### src/rtl/cn_flop_driver.sv
// cn_flop_driver
//   Drives the c/n inputs of an external CN flip-flop so that it steps through
//   a parallel target pattern, one bit per clock (bit 0 first). The flop has
//   no reset, so every run begins with one force-clear cycle (c=0, n=1). A
//   model of the flop state is kept in q_model. Optionally, the flop's q is
//   fed back and checked against that model.
//
//   CN flop law : next = q ? ~n : (n & c)
//   Excitation  : c = t & ~q, n = t ^ q   (target t, current state q)
//
// Parameters
//   LEN        pattern length in bits (>= 2)
// Ports
//   clk        rising-edge clock
//   reset      synchronous active-high reset
//   start      play request, sampled only in IDLE
//   stop       ends a looping run after the current bit (RUN only)
//   loop       latched at start; 1 = replay the pattern continuously
//   pattern    target sequence, latched at start
//   c, n       registered CN excitation
//   q_fb       external flop q (used only with the check feature)
//   q_model    modelled flop state
//   busy       high in INIT/RUN
//   done       one-cycle pulse at the end of a run
//   err        sticky model/feedback mismatch flag (check feature)
//   err_step   step index of the first mismatch (check feature)
// Build option
//   CN_DRV_CHECK_EN  defined: q_fb compare, err and err_step are live.
//                    undefined: err/err_step tied to 0, q_fb unused.

module cn_flop_driver #(
  parameter int LEN = 8
) (
  input  logic                      clk,
  input  logic                      reset,
  input  logic                      start,
  input  logic                      stop,
  input  logic                      loop,
  input  logic [LEN-1:0]            pattern,
  output logic                      c,
  output logic                      n,
  input  logic                      q_fb,
  output logic                      q_model,
  output logic                      busy,
  output logic                      done,
  output logic                      err,
  output logic [$clog2(LEN+2)-1:0]  err_step
);

  // idx doubles as the check step number, which reaches LEN in DONE.
  localparam int SW = $clog2(LEN + 2);
  localparam logic [SW-1:0] LAST = SW'(LEN - 1);

  typedef enum logic [1:0] {
    S_IDLE,
    S_INIT,
    S_RUN,
    S_DONE
  } state_t;

  state_t          state_q, state_d;
  logic [LEN-1:0]  pat_q,   pat_d;
  logic            loop_q,  loop_d;
  logic [SW-1:0]   idx_q,   idx_d;
  logic            c_q,     c_d;
  logic            n_q,     n_d;
  logic            qm_q,    qm_d;
  logic            chk_q,   chk_d;
  logic            clr;

  logic [SW-1:0]   idx_nxt;
  logic [LEN-1:0]  pat_cur;
  logic [LEN-1:0]  pat_nxt;
  logic            cur_t;
  logic            nxt_t;

  // Current target bit and the bit that follows it (wrapping to bit 0).
  always_comb begin
    pat_cur = pat_q >> idx_q;
    cur_t   = pat_cur[0];
    idx_nxt = (idx_q == LAST) ? '0 : idx_q + SW'(1);
    pat_nxt = pat_q >> idx_nxt;
    nxt_t   = pat_nxt[0];
  end

  always_comb begin
    state_d = state_q;
    pat_d   = pat_q;
    loop_d  = loop_q;
    idx_d   = idx_q;
    qm_d    = qm_q;
    chk_d   = chk_q;
    c_d     = 1'b0;
    n_d     = 1'b0;
    clr     = 1'b0;
    unique case (state_q)
      S_IDLE: begin
        if (start) begin
          pat_d   = pattern;
          loop_d  = loop;
          idx_d   = '0;
          chk_d   = 1'b0;
          clr     = 1'b1;
          n_d     = 1'b1;          // force-clear: next = 0 from either state
          state_d = S_INIT;
        end
      end
      S_INIT: begin
        qm_d    = 1'b0;
        chk_d   = 1'b1;
        idx_d   = '0;
        // Excitation for bit 0 from q=0 reduces to c = n = t.
        c_d     = pat_q[0];
        n_d     = pat_q[0];
        state_d = S_RUN;
      end
      S_RUN: begin
        qm_d = cur_t;
        if (stop || ((idx_q == LAST) && !loop_q)) begin
          // Step past the last bit so the DONE-cycle check reports its index.
          idx_d   = idx_q + SW'(1);
          state_d = S_DONE;
        end else begin
          idx_d = idx_nxt;
          c_d   = nxt_t & ~cur_t;
          n_d   = nxt_t ^ cur_t;
        end
      end
      S_DONE: begin
        state_d = S_IDLE;
      end
      default: begin
        state_d = S_IDLE;
      end
    endcase
  end

  always_ff @(posedge clk) begin
    if (reset) begin
      state_q <= S_IDLE;
      pat_q   <= '0;
      loop_q  <= 1'b0;
      idx_q   <= '0;
      c_q     <= 1'b0;
      n_q     <= 1'b0;
      qm_q    <= 1'b0;
      chk_q   <= 1'b0;
    end else begin
      state_q <= state_d;
      pat_q   <= pat_d;
      loop_q  <= loop_d;
      idx_q   <= idx_d;
      c_q     <= c_d;
      n_q     <= n_d;
      qm_q    <= qm_d;
      chk_q   <= chk_d;
    end
  end

  assign c       = c_q;
  assign n       = n_q;
  assign q_model = qm_q;
  assign busy    = (state_q == S_INIT) || (state_q == S_RUN);
  assign done    = (state_q == S_DONE);

`ifdef CN_DRV_CHECK_EN
  logic          err_q;
  logic [SW-1:0] err_step_q;
  logic          mismatch;

  // q_model already reflects the flop's expected value at this edge.
  assign mismatch = chk_q && (busy || done) && (q_fb != qm_q);

  always_ff @(posedge clk) begin
    if (reset) begin
      err_q      <= 1'b0;
      err_step_q <= '0;
    end else if (clr) begin
      err_q      <= 1'b0;
      err_step_q <= '0;
    end else if (mismatch && !err_q) begin
      err_q      <= 1'b1;
      err_step_q <= idx_q;
    end
  end

  assign err      = err_q;
  assign err_step = err_step_q;
`else
  logic unused_chk;
  assign unused_chk = q_fb ^ chk_q ^ clr;
  assign err        = 1'b0;
  assign err_step   = '0;
`endif

endmodule

### config.mk
export PLATFORM = sky130hd
export DESIGN_NAME = cn_flop_driver
export DESIGN_NICKNAME = d
export VERILOG_FILES = /design/src/rtl/cn_flop_driver.sv
export SDC_FILE = /design/constraint.sdc
export NUM_CORES = 1
export LEC_CHECK = 0
export ABC_AREA = 1
export CORE_MARGIN = 2
export CORE_UTILIZATION = 35
export DETAILED_ROUTE_END_ITERATION = 10
export PLACE_DENSITY_LB_ADDON = 0.08
export SYNTH_ARGS = -nofsm -noshare
export SYNTH_HDL_FRONTEND = slang
export SYNTH_SLANG_ARGS = --single-unit
### constraint.sdc
create_clock -name clk -period 2.1 [get_ports clk]
set_input_delay 0.525 -clock clk [delete_from_list [all_inputs] [get_ports clk]]
set_output_delay 0.525 -clock clk [all_outputs]
set_load 0.01 [all_outputs]
==> summary.txt <==
Clock tree
  – CTS tree: done
  – CTS Sinks: 18
  – Clock Path Buffers: 2
  – Root Driver: clkbuf_4
  – Postcts setup bufs: 0
  – # resized after CTS: 3
  – CTS Buf Count: 3
  – Hold Buf Count CTS: 0
  – Clk slew on worst S/H paths: ~0.11 ns
  – H-tree Lvls: 1
  – Clock Latency Late Sink: between 0.2 and 0.3 ns

Logic synthesis
  – Post-synth top area share: between 30% and 40%
  – Commonest cells in the netlist: nand2_1 (28), dfxtp_1 (18), inv_1 (17), nand3_1 (14)
  – Mapped Cells: approximately 150
  – Area contributors post-synth: dfxtp_1 (34%), nand2_1 (9.8%), ha_1 (9.4%)
  – Netlist cell types: 25
  – Ys async rst share: 0%
  – Avg Inst Size Synth: 7.22 µm²
  – YS warnings: 0
  – Primary FF master, synth: dfxtp_1
  – Synth area leader: dfxtp_1
  – Count leader, synth: nand2_1
  – Synthesized area: ~1100 µm²
  – Number of synthesized register bits: 18
  – Post-synth EDFFs: 0
  – Seq/Total Area, Yosys: around 34%

Timing
  – Final hold viol count: 0
  – Period utilization: roughly 90%
  – Worst Skew: about 0.0033 ns
  – RSZ-0062 raised after global routing: false
  – Hold slack: roughly 0.47 ns
  – Min cycle time layout: a little under 2 ns
  – Max-slew violations: 0
  – Post-route setup TNS: 0 ns
  – Fmax: ~510 MHz
  – Post-route setup slack: 0.157 ns
  – Final setup fails: 0

Setup path
  – Crit path required time: 1.57 ns
  – Critical path type: register to output pin
  – Cell depth of the worst flop-to-flop path: 10
  – Critical path data arrival time: about 1.4 ns
  – Max FO, Critical Path: 5
  – Worst setup EP type: output pin
  – Kind of start point of the critical path: register

Global routing
  – Gr ovfl total: 0
  – M2 GR Usage: ~22%
  – Grt met1 use: roughly a fifth
  – Antenna violations before repair: 0
  – All-Layer GR Usage: 14.3%
  – First-pass GRT wire length: about 3900 µm
  – GR peak layer: met2
  – Largest net degree at the start of global routing: 19
  – Vias in the first global route: around 900
  – M3 GR Usage: under 10%

Route
  – ANT nets after route: 0
  – Wire length per cell: 11.1 µm
  – DRC: 0
  – DR iter-0 viols: 26
  – Post-DR vias/cell: between 4 and 5
  – DRT Pass-1 Iters: 4
  – Wirelength, routed: between 2000 and 2500 µm
  – Total number of vias: around 960

Pwr
  – Worst vdd rail ir drop: roughly 550 µV
  – Cell Pwr Density: ~1100 nW/µm²
  – P_leak: around 0.00057 µW

Outcome
  – Outcome: finished clean

Final layout
  – Layout cells sized above 1: under 10%
  – Area growth syn-to-layout: 22.6%
  – N_diodes: 0
  – FILL cells: 309
  – Nets: 192

Placement
  – DP HPWL: between 1500 and 2000 µm
  – Gp weighted congestion: ~0.79
  – Port buffer count: 17
  – Pre-CTS setup slack: approximately 0.18 ns

Min path
  – Hold crit path type: register to register
  – Min-Delay Path Depth: 2

Die
  – Starting Density: a little over a third
  – Die area: between 3000 and 4000 µm²
  – Std-Cell Core Area: roughly 3000 µm²
  – DIE WIDTH: roughly 60 µm
  – I/O pins: 24
  – FP Rows: 20
  – Die Y: roughly 59 µm

Flow run
  – Max-Cap Viols: 0
-- where the power goes --
group	leakage, µW	internal (µW)	switching (µW)	total [µW]
clock	0.0000210	106	113	218
sequential	0.000148	439	60.0	499
combinational	0.000399	288	401	689
-- sequential cells by signal, summed over array words and instances, names as in the netlist --
signal and cells:
pat_q 8, idx_q 4, loop_q 1, q_model 1
n 1, c 1, state_q 2
-- metal layers --
metal  vias up  share of wire, %
li1        514                 -
met1       421                50
met2        19                45
met3         2               4.1
met4         0              0.94
met5         -                 0
-- critical path: stages, from the launching register on --
cell           delay [ns]
dfxtp_2              0.37
inv_1                0.09
ha_1                 0.36
dlygate4sd2_1        0.30
-- path summary, 6_finish.rpt --
check | endpoint | from | slack [ns]
worst max-delay path | busy | state_q[0] | 0.16
worst min-delay path | idx_q[3] | idx_q[3] | 0.47
worst max register to register | n | idx_q[0] | 0.25
worst min register to register | idx_q[3] | idx_q[3] | 0.47
-- placed cells by master (no fill, tap or decap), drive strengths merged --
cell type | synthesis | final
nand2 | 29 | 29
inv | 18 | 18
dfxtp | 18 | 18
clkdlybuf4s50 | 0 | 16
nand3 | 15 | 15
o21ai | 14 | 14
nor2 | 13 | 13
a21oi | 13 | 13
ha | 8 | 8
conb | 1 | 5
nand3b | 4 | 4
clkbuf | 2 | 4
buf | 5 | 3
xor2 | 2 | 2
a21boi | 1 | 1
clkinv | 1 | 1
nor3 | 1 | 1
o21a | 1 | 1
nand4 | 1 | 1
a22oi | 1 | 1
dlygate4sd2 | 0 | 1
-- metrics by stage --
| stage | total power [µW] | utilization, % | std cells | cell area [µm²] |
|---|---|---|---|---|
| after global placement | 1200 | 42.7 | 198 | 1270 |
| after global routing | 1560 | 44.0 | 202 | 1310 |
| after detailed placement | 1210 | 42.7 | 198 | 1270 |
| after floorplan | 994 | - | 152 | 1080 |
| final | 1410 | 44.0 | 202 | 1310 |
| after CTS | 1420 | 44.0 | 202 | 1310 |
-- cell type report --
type | instances | area [µm²] | share of cell area [%]
clock buffer | 4 | 36.3 | 2.77
inverter | 19 | 71.3 | 5.44
multi-input combinational | 108 | 607 | 46.3
sequential | 18 | 363 | 27.7
tap | 33 | 41.3 | 3.15
timing repair buffer | 20 | 191 | 14.6
-- cells by family (layout without fill, tap and decap cells) --
group / count (synthesis) / after routing / share of synthesized area, %
xor+xnor: 2 / 2 / 1.64
buf+inv: 26 / 43 / 10.9
compound gates: 30 / 30 / 16.5
simple gates: 63 / 63 / 27.5
other cells: 1 / 5 / 0.351
fa+ha+maj: 8 / 8 / 9.37
flops: 18 / 18 / 33.7
(Power assumes the default switching activity.)
